<file path="src/rtl/snn_layer_sequencer_if.sv">
// Configuration port plus the sequencer <-> layer connection.
// master: the tile/layer side (drives config bytes and the layer's spike outputs).
// slave : the sequencer.
interface snn_layer_sequencer_if;
  logic        cfg_start;
  logic        cfg_valid;
  logic [7:0]  cfg_byte;
  logic [2:0]  layer_spike_out;
  logic [2:0]  layer_input_spikes;
  logic [71:0] layer_weights;
  logic [31:0] layer_params;
  logic        layer_enable;

  modport master (
    output cfg_start, cfg_valid, cfg_byte, layer_spike_out,
    input  layer_input_spikes, layer_weights, layer_params, layer_enable
  );

  modport slave (
    input  cfg_start, cfg_valid, cfg_byte, layer_spike_out,
    output layer_input_spikes, layer_weights, layer_params, layer_enable
  );
endinterface

</file>
<file path="src/rtl/snn_layer_sequencer.sv">
// Layer sequencer: byte-serial config load with atomic commit, then
// timestep sequencing (wait, enable strobe, capture) with per-neuron
// saturating spike counters and a wrapping step counter.

// One per-neuron saturating spike counter.
module snn_spike_ctr #(
  parameter int CNT_W = 8
) (
  input  logic             clk,
  input  logic             rst_n,
  input  logic             clr,
  input  logic             inc,
  output logic [CNT_W-1:0] count
);
  // clear beats increment; increment sticks at all-ones
  always_ff @(posedge clk) begin
    if (!rst_n)                  count <= '0;
    else if (clr)                count <= '0;
    else if (inc && count != '1) count <= count + CNT_W'(1);
  end
endmodule

module snn_layer_sequencer #(
  parameter int CNT_W  = 8,
  parameter int STEP_W = 16
) (
  input  logic                   clk,
  input  logic                   rst_n,
  snn_layer_sequencer_if.slave   bus,
  input  logic                   run,
  input  logic [7:0]             step_period,
  input  logic                   clr_counts,
  input  logic [2:0]             in_spikes,
  output logic                   cfg_loaded,
  output logic                   busy,
  output logic [3*CNT_W-1:0]     spike_counts,
  output logic [STEP_W-1:0]      step_count
);
  localparam int NUM_N = 3;
  localparam logic [3:0] IDX_LAST = 4'd12;

  typedef enum logic [2:0] {
    IDLE, LOAD, COMMIT, RUN_WAIT, STEP, CAPTURE
  } state_t;

  state_t       state, state_nxt;
  logic [3:0]   idx;
  logic [103:0] shadow;      // {weights, params}, filled MSB-first by shifting
  logic [7:0]   wait_cnt;
  logic [71:0]  weights_q;
  logic [31:0]  params_q;
  logic [2:0]   in_q;
  logic         enable_q;
  logic         byte_take;
  logic         cnt_clr;

  assign bus.layer_weights      = weights_q;
  assign bus.layer_params       = params_q;
  assign bus.layer_input_spikes = in_q;
  assign bus.layer_enable       = enable_q;

  // a byte is taken in LOAD only when no restart is requested that cycle
  assign byte_take = (state == LOAD) && bus.cfg_valid && !bus.cfg_start;
  assign cnt_clr   = clr_counts || (state == COMMIT);

  // next-state selection
  always_comb begin
    state_nxt = state;
    case (state)
      IDLE: begin
        if (bus.cfg_start)          state_nxt = LOAD;
        else if (run && cfg_loaded) state_nxt = RUN_WAIT;
      end
      LOAD:     if (byte_take && idx == IDX_LAST) state_nxt = COMMIT;
      COMMIT:   state_nxt = IDLE;
      RUN_WAIT: begin
        if (!run)                state_nxt = IDLE;
        else if (wait_cnt == '0) state_nxt = STEP;
      end
      STEP:     state_nxt = CAPTURE;
      CAPTURE:  state_nxt = RUN_WAIT;
      default:  state_nxt = IDLE;
    endcase
  end

  // state register, registered status strobes, load and step datapath
  always_ff @(posedge clk) begin
    if (!rst_n) begin
      state      <= IDLE;
      busy       <= 1'b0;
      enable_q   <= 1'b0;
      idx        <= '0;
      shadow     <= '0;
      wait_cnt   <= '0;
      weights_q  <= '0;
      params_q   <= '0;
      in_q       <= '0;
      cfg_loaded <= 1'b0;
    end else begin
      state    <= state_nxt;
      busy     <= (state_nxt != IDLE);
      enable_q <= (state_nxt == STEP);
      case (state)
        IDLE: begin
          if (bus.cfg_start)          idx      <= '0;
          else if (run && cfg_loaded) wait_cnt <= step_period;
        end
        LOAD: begin
          if (bus.cfg_start) idx <= '0;
          else if (byte_take) begin
            shadow <= {shadow[95:0], bus.cfg_byte};
            idx    <= idx + 4'd1;
          end
        end
        COMMIT: begin
          weights_q  <= shadow[103:32];
          params_q   <= shadow[31:0];
          cfg_loaded <= 1'b1;
        end
        RUN_WAIT: begin
          if (run) begin
            if (wait_cnt == '0) in_q     <= in_spikes;
            else                wait_cnt <= wait_cnt - 8'd1;
          end
        end
        CAPTURE: begin
          in_q     <= '0;
          wait_cnt <= step_period;
        end
        default: ;
      endcase
    end
  end

  // completed-step counter, cleared by clr_counts or a new commit
  always_ff @(posedge clk) begin
    if (!rst_n)                step_count <= '0;
    else if (cnt_clr)          step_count <= '0;
    else if (state == CAPTURE) step_count <= step_count + STEP_W'(1);
  end

  for (genvar i = 0; i < NUM_N; i++) begin : g_ctr
    snn_spike_ctr #(.CNT_W(CNT_W)) u_ctr (
      .clk   (clk),
      .rst_n (rst_n),
      .clr   (cnt_clr),
      .inc   ((state == CAPTURE) && bus.layer_spike_out[i]),
      .count (spike_counts[i*CNT_W +: CNT_W])
    );
  end
endmodule

</file>
<file path="src/flat_wrapper.sv">
// flat-port wrapper written by rule: the top's interface ports become plain ports
module snn_layer_sequencer_flat 
#(
  parameter int CNT_W  = 8,
  parameter int STEP_W = 16
)
  (clk, rst_n, run, step_period, clr_counts, in_spikes, cfg_loaded, busy, spike_counts, step_count, bus_cfg_start, bus_cfg_valid, bus_cfg_byte, bus_layer_spike_out, bus_layer_input_spikes, bus_layer_weights, bus_layer_params, bus_layer_enable);
  snn_layer_sequencer_if bus_i ();
  input  logic clk;
  input  logic rst_n;
  input  logic run;
  input  logic [7:0] step_period;
  input  logic clr_counts;
  input  logic [2:0] in_spikes;
  output logic cfg_loaded;
  output logic busy;
  output logic [3*CNT_W-1:0] spike_counts;
  output logic [STEP_W-1:0] step_count;
  input wire logic [$bits(bus_i.cfg_start)-1:0] bus_cfg_start;
  input wire logic [$bits(bus_i.cfg_valid)-1:0] bus_cfg_valid;
  input wire logic [$bits(bus_i.cfg_byte)-1:0] bus_cfg_byte;
  input wire logic [$bits(bus_i.layer_spike_out)-1:0] bus_layer_spike_out;
  output wire logic [$bits(bus_i.layer_input_spikes)-1:0] bus_layer_input_spikes;
  output wire logic [$bits(bus_i.layer_weights)-1:0] bus_layer_weights;
  output wire logic [$bits(bus_i.layer_params)-1:0] bus_layer_params;
  output wire logic [$bits(bus_i.layer_enable)-1:0] bus_layer_enable;
  assign bus_i.cfg_start = bus_cfg_start;
  assign bus_i.cfg_valid = bus_cfg_valid;
  assign bus_i.cfg_byte = bus_cfg_byte;
  assign bus_i.layer_spike_out = bus_layer_spike_out;
  assign bus_layer_input_spikes = bus_i.layer_input_spikes;
  assign bus_layer_weights = bus_i.layer_weights;
  assign bus_layer_params = bus_i.layer_params;
  assign bus_layer_enable = bus_i.layer_enable;
  snn_layer_sequencer #(.CNT_W(CNT_W), .STEP_W(STEP_W)) u_core (.clk(clk), .rst_n(rst_n), .bus(bus_i), .run(run), .step_period(step_period), .clr_counts(clr_counts), .in_spikes(in_spikes), .cfg_loaded(cfg_loaded), .busy(busy), .spike_counts(spike_counts), .step_count(step_count));
endmodule
</file>
<file path="config.mk">
export PLATFORM = sky130hd
export DESIGN_NAME = snn_layer_sequencer_flat
export DESIGN_NICKNAME = d
export VERILOG_FILES = /design/src/rtl/snn_layer_sequencer_if.sv /design/src/rtl/snn_layer_sequencer.sv /design/src/flat_wrapper.sv
export SDC_FILE = /design/constraint.sdc
export NUM_CORES = 1
export LEC_CHECK = 0
export ABC_AREA = 1
export ABC_CLOCK_PERIOD_IN_PS = 2510
export CAP_MARGIN = 10
export CORE_ASPECT_RATIO = 0.9
export CORE_UTILIZATION = 55
export DETAILED_ROUTE_END_ITERATION = 10
export PLACE_DENSITY = 0.82
export SYNTH_ARGS = -nofsm -noshare
export SYNTH_HDL_FRONTEND = slang
export SYNTH_HIERARCHICAL = 1
export SYNTH_SLANG_ARGS = --single-unit
</file>
<file path="constraint.sdc">
create_clock -name clk -period 2.51 [get_ports clk]
set_input_delay 0.502 -clock clk [delete_from_list [all_inputs] [get_ports clk]]
set_output_delay 0.502 -clock clk [all_outputs]
set_load 0.005 [all_outputs]
</file>
==> flow_summary_export.csv <==
group,metric,value,unit
critical_path,worstPathArrival,1.55,ns
clock_tree,cts-resized-gates,0,
clock_tree,cts_buffers,27,
power,cellLeakagePower,6.03,nW
die,ios,178,
clock_tree,cts_setup_buffers,0,
sta,slew_headroom,37.5,%
critical_path,worst-setup-path-type,"flop to output port",
synth,yosys.cell_types.count,33,
power,combPwrFrac,3.1,%
global_route,grt_pass1_wl,42800,um
critical_path,cpPeakStageDelay,0.55,ns
power,netSwitchingPower,1.91,mW
sta,tightest_slew,0.938,ns
critical_path,slowest_stage,"clkdlybuf4s50_1",
detailed_routing,first_pass_iters,5,
synth,yosysTopAreaCell,"dfxtp_1",
sta,skew,0.00807,ns
detailed_routing,vias,9786,
die,rows,47,
sta,max_clock_freq,486,MHz
sta,period_needed,2.06,ns
finish,fillCellCount,1465,
synth,seq_area_frac_synth,50.8,%
die,coreArea,18600,um2
critical_path,crit_fanout,6,
critical_path,rr_startpoint,"u_core/state[0]$_SDFF_PN0_",
critical_path,cp_num_buf_inv,1,
placed_design,pre_cts_ws,0.378,ns
critical_path,r2r_slack,0.50,ns
critical_path,rr_worst_depth,6,
synth,synthesis.area,10600,um2
detailed_routing,wl_per_cell,14.1,um
power,pwr-share-seq,48.7,%
sta,setup_viol,0,
sta,hold_viol,0,
clock_tree,clock_sinks,269,
placed_design,place_hpwl,16500,um
synth,synth_commonest_cells,"nor2_1, dfxtp_1, o21ai_0",
synth,synth_top_area_share,50.8,%
power,ir_drop,0.000497,V
placed_design,port_buffers,177,
detailed_routing,wl,26300,um
hold_path,holdPathEnd,"u_core/cfg_loaded$_SDFFE_PN0P_",
synth,synth_async_sr_flop_share,0,%
sta,fin_crit_sh,82.0,%
placed_design,place_congestion,0.876,
die,die_h,134,um
global_route,first_global_vias,8896,
global_route,antenna_found_initial,0,
power,internal_power,7.15,mW
sta,fin_setup_tns,0,ns
die,die_w,148,um
global_route,grt-ovfl-total,0,
hold_path,hold_path_startpoint,"rst_n",
sta,maxSlewViolCount,0,
synth,synth-main-ff-cell,"dfxtp_1",
run,maxCapViolCount,0,
synth,synth_most_common_cell,"nor2_1",
clock_tree,cts_hold_buffers,0,
finish,n_antenna_cell,0,
synth,synth_warnings,6,
synth,syn_area_per_cell,7.31,um2
power,pwr-share-clk,48.2,%
critical_path,endpoint_kind,"output port",
outcome,status,"complete, no violations",
synth,synth_edf_count,0,
power,switching_share,21.1,%
critical_path,path_delay_family,"buffers and inverters",
clock_tree,clock_latency,0.53,ns
critical_path,r2r-end,"u_core/g_ctr[0].u_ctr/count[4]$_SDFFE_PP0P_",
die,start_util,56.9,%
detailed_routing,ant_nets,0,
clock_tree,clkTransAtPathRegs,0.06,ns
synth,synthCells,1451,
sta,finalWorstSetupSlack,0.453,ns
die,dieArea,19800,um2
detailed_routing,viasPerCell,5.26,
critical_path,crit_chain,"clkdlybuf4s50_1",
finish,nNetsFinal,1631,
clock_tree,cts_tree,"built",
synth,synth_fp_nets,1486,
critical_path,cp-start-kind,"flop",
hold_path,hold_class,"primary input to flop",
clock_tree,cts_max_path_buffers,3,
finish,area_delta_synth_final,26.4,%
sta,rsz0062_at_grt,"no",
global_route,grt_use_total,25.9,%
power,power.density,676,nW/um2
critical_path,required,2.01,ns
synth,synth.area.top_cells,"dfxtp_1, nor2_1, o21ai_0",
finish,drive_gt1_share,6.07,%
global_route,grt_start_max_net_pins,147,
detailed_routing,drt_first_iter_violations,650,
detailed_routing,drc,0,
clock_tree,htree_levels,1,
clock_tree,clockRootBuffer,"clkbuf_16",
synth,ys_ff_latch,269,
hold_path,whs_path_depth,2,
-- layout make-up --
cell class	instances	area [um2]	area share, %
sequential	269	5390	40.2
multi-input combinational	1026	4520	33.7
timing repair buffer	191	1900	14.2
clock buffer	36	779	5.81
inverter	81	308	2.30
tap	245	307	2.29
clock inverter	12	204	1.52
-- placed cells by master (no fill, tap or decap), types with 9 or more instances in the layout --
cell type and n:
clkbuf_16 27, buf_4 12, nor2_1 509, a21oi_1 41, clkdlybuf4s50_1 176, nand2_1 141
dfxtp_1 269, o21ai_0 228, nand3_1 34, nor2_2 9, inv_1 70, nor3_1 9
o21ai_1 9
-- sequential cells by signal, summed over array words and instances (netlist names) --
register                       cells
u_core/state                       3
u_core/cfg_loaded                  1
u_core/step_count                 16
u_core/bus.layer_params           32
u_core/bus.layer_enable            1
u_core/shadow                    104
u_core/wait_cnt                    8
u_core/bus.layer_input_spikes      3
u_core/busy                        1
u_core/idx                         4
u_core/bus.layer_weights          72
u_core/g_ctr.u_ctr/count          24
-- power by group through the flow --
stage	clock, mW	combinational (mW)	sequential, mW
2_1_floorplan	0	0.195	4.48
3_3_place_gp	0	0.272	4.51
3_5_place_dp	0	0.281	4.50
4_1_cts	4.43	0.285	4.41
5_1_grt	4.60	0.321	4.42
6_report	4.37	0.285	4.41
-- through the flow --
stage / total power, mW / cells / instance area [um2] / hold slack [ns] / utilization [%]
after floorplan: 4.68 / 1451 / 10600 / 0.450 / -
after global placement: 4.78 / 1812 / 12400 / 0.467 / 66.7
after detailed placement: 4.79 / 1812 / 12400 / 0.464 / 66.7
after CTS: 9.13 / 1860 / 13400 / 0.340 / 71.9
after global routing: 9.34 / 1860 / 13400 / 0.361 / 71.9
final: 9.07 / 1860 / 13400 / 0.351 / 71.9
-- routing by layer --
layer | part of all wire, % | vias to the layer above | track usage, %
li1 | - | 4906 | -
met1 | 46 | 4548 | 36.1
met3 | 6.0 | 27 | 4.14
met5 | 0 | - | 0
met2 | 46 | 305 | 42.7
met4 | 1.1 | 0 | 4.35
-- worst max path at each step --
stage | startpoint | endpoint | slack, ns | cells after the start
2_1_floorplan | u_core/state[0]$_SDFF_PN0_ | u_core/g_ctr[0].u_ctr/count[4]$_SDFFE_PP0P_ | 0.78 | 8
3_3_place_gp | bus_cfg_start | u_core/shadow[85]$_SDFFE_PN0P_ | 0.42 | 8
3_5_place_dp | bus_cfg_start | u_core/shadow[78]$_SDFFE_PN0P_ | 0.38 | 7
4_1_cts | u_core/g_ctr[2].u_ctr/count[2]$_SDFFE_PP0P_ | spike_counts[18] | 0.42 | 1
5_1_grt | u_core/state[0]$_SDFF_PN0_ | u_core/g_ctr[0].u_ctr/count[4]$_SDFFE_PP0P_ | 0.30 | 6
6_report | u_core/g_ctr[2].u_ctr/count[2]$_SDFFE_PP0P_ | spike_counts[18] | 0.45 | 1
-- cells by family after synthesis --
family / synth area share [%]
AOI/OAI and AO/OA: 13.3
xor gates and xnor gates: 0.165
adders and majority gates: 0.826
buffers and inverters: 6.58
DFF: 50.8
and+or+nand+nor: 28.3
Power figures use the tool's default switching activity.
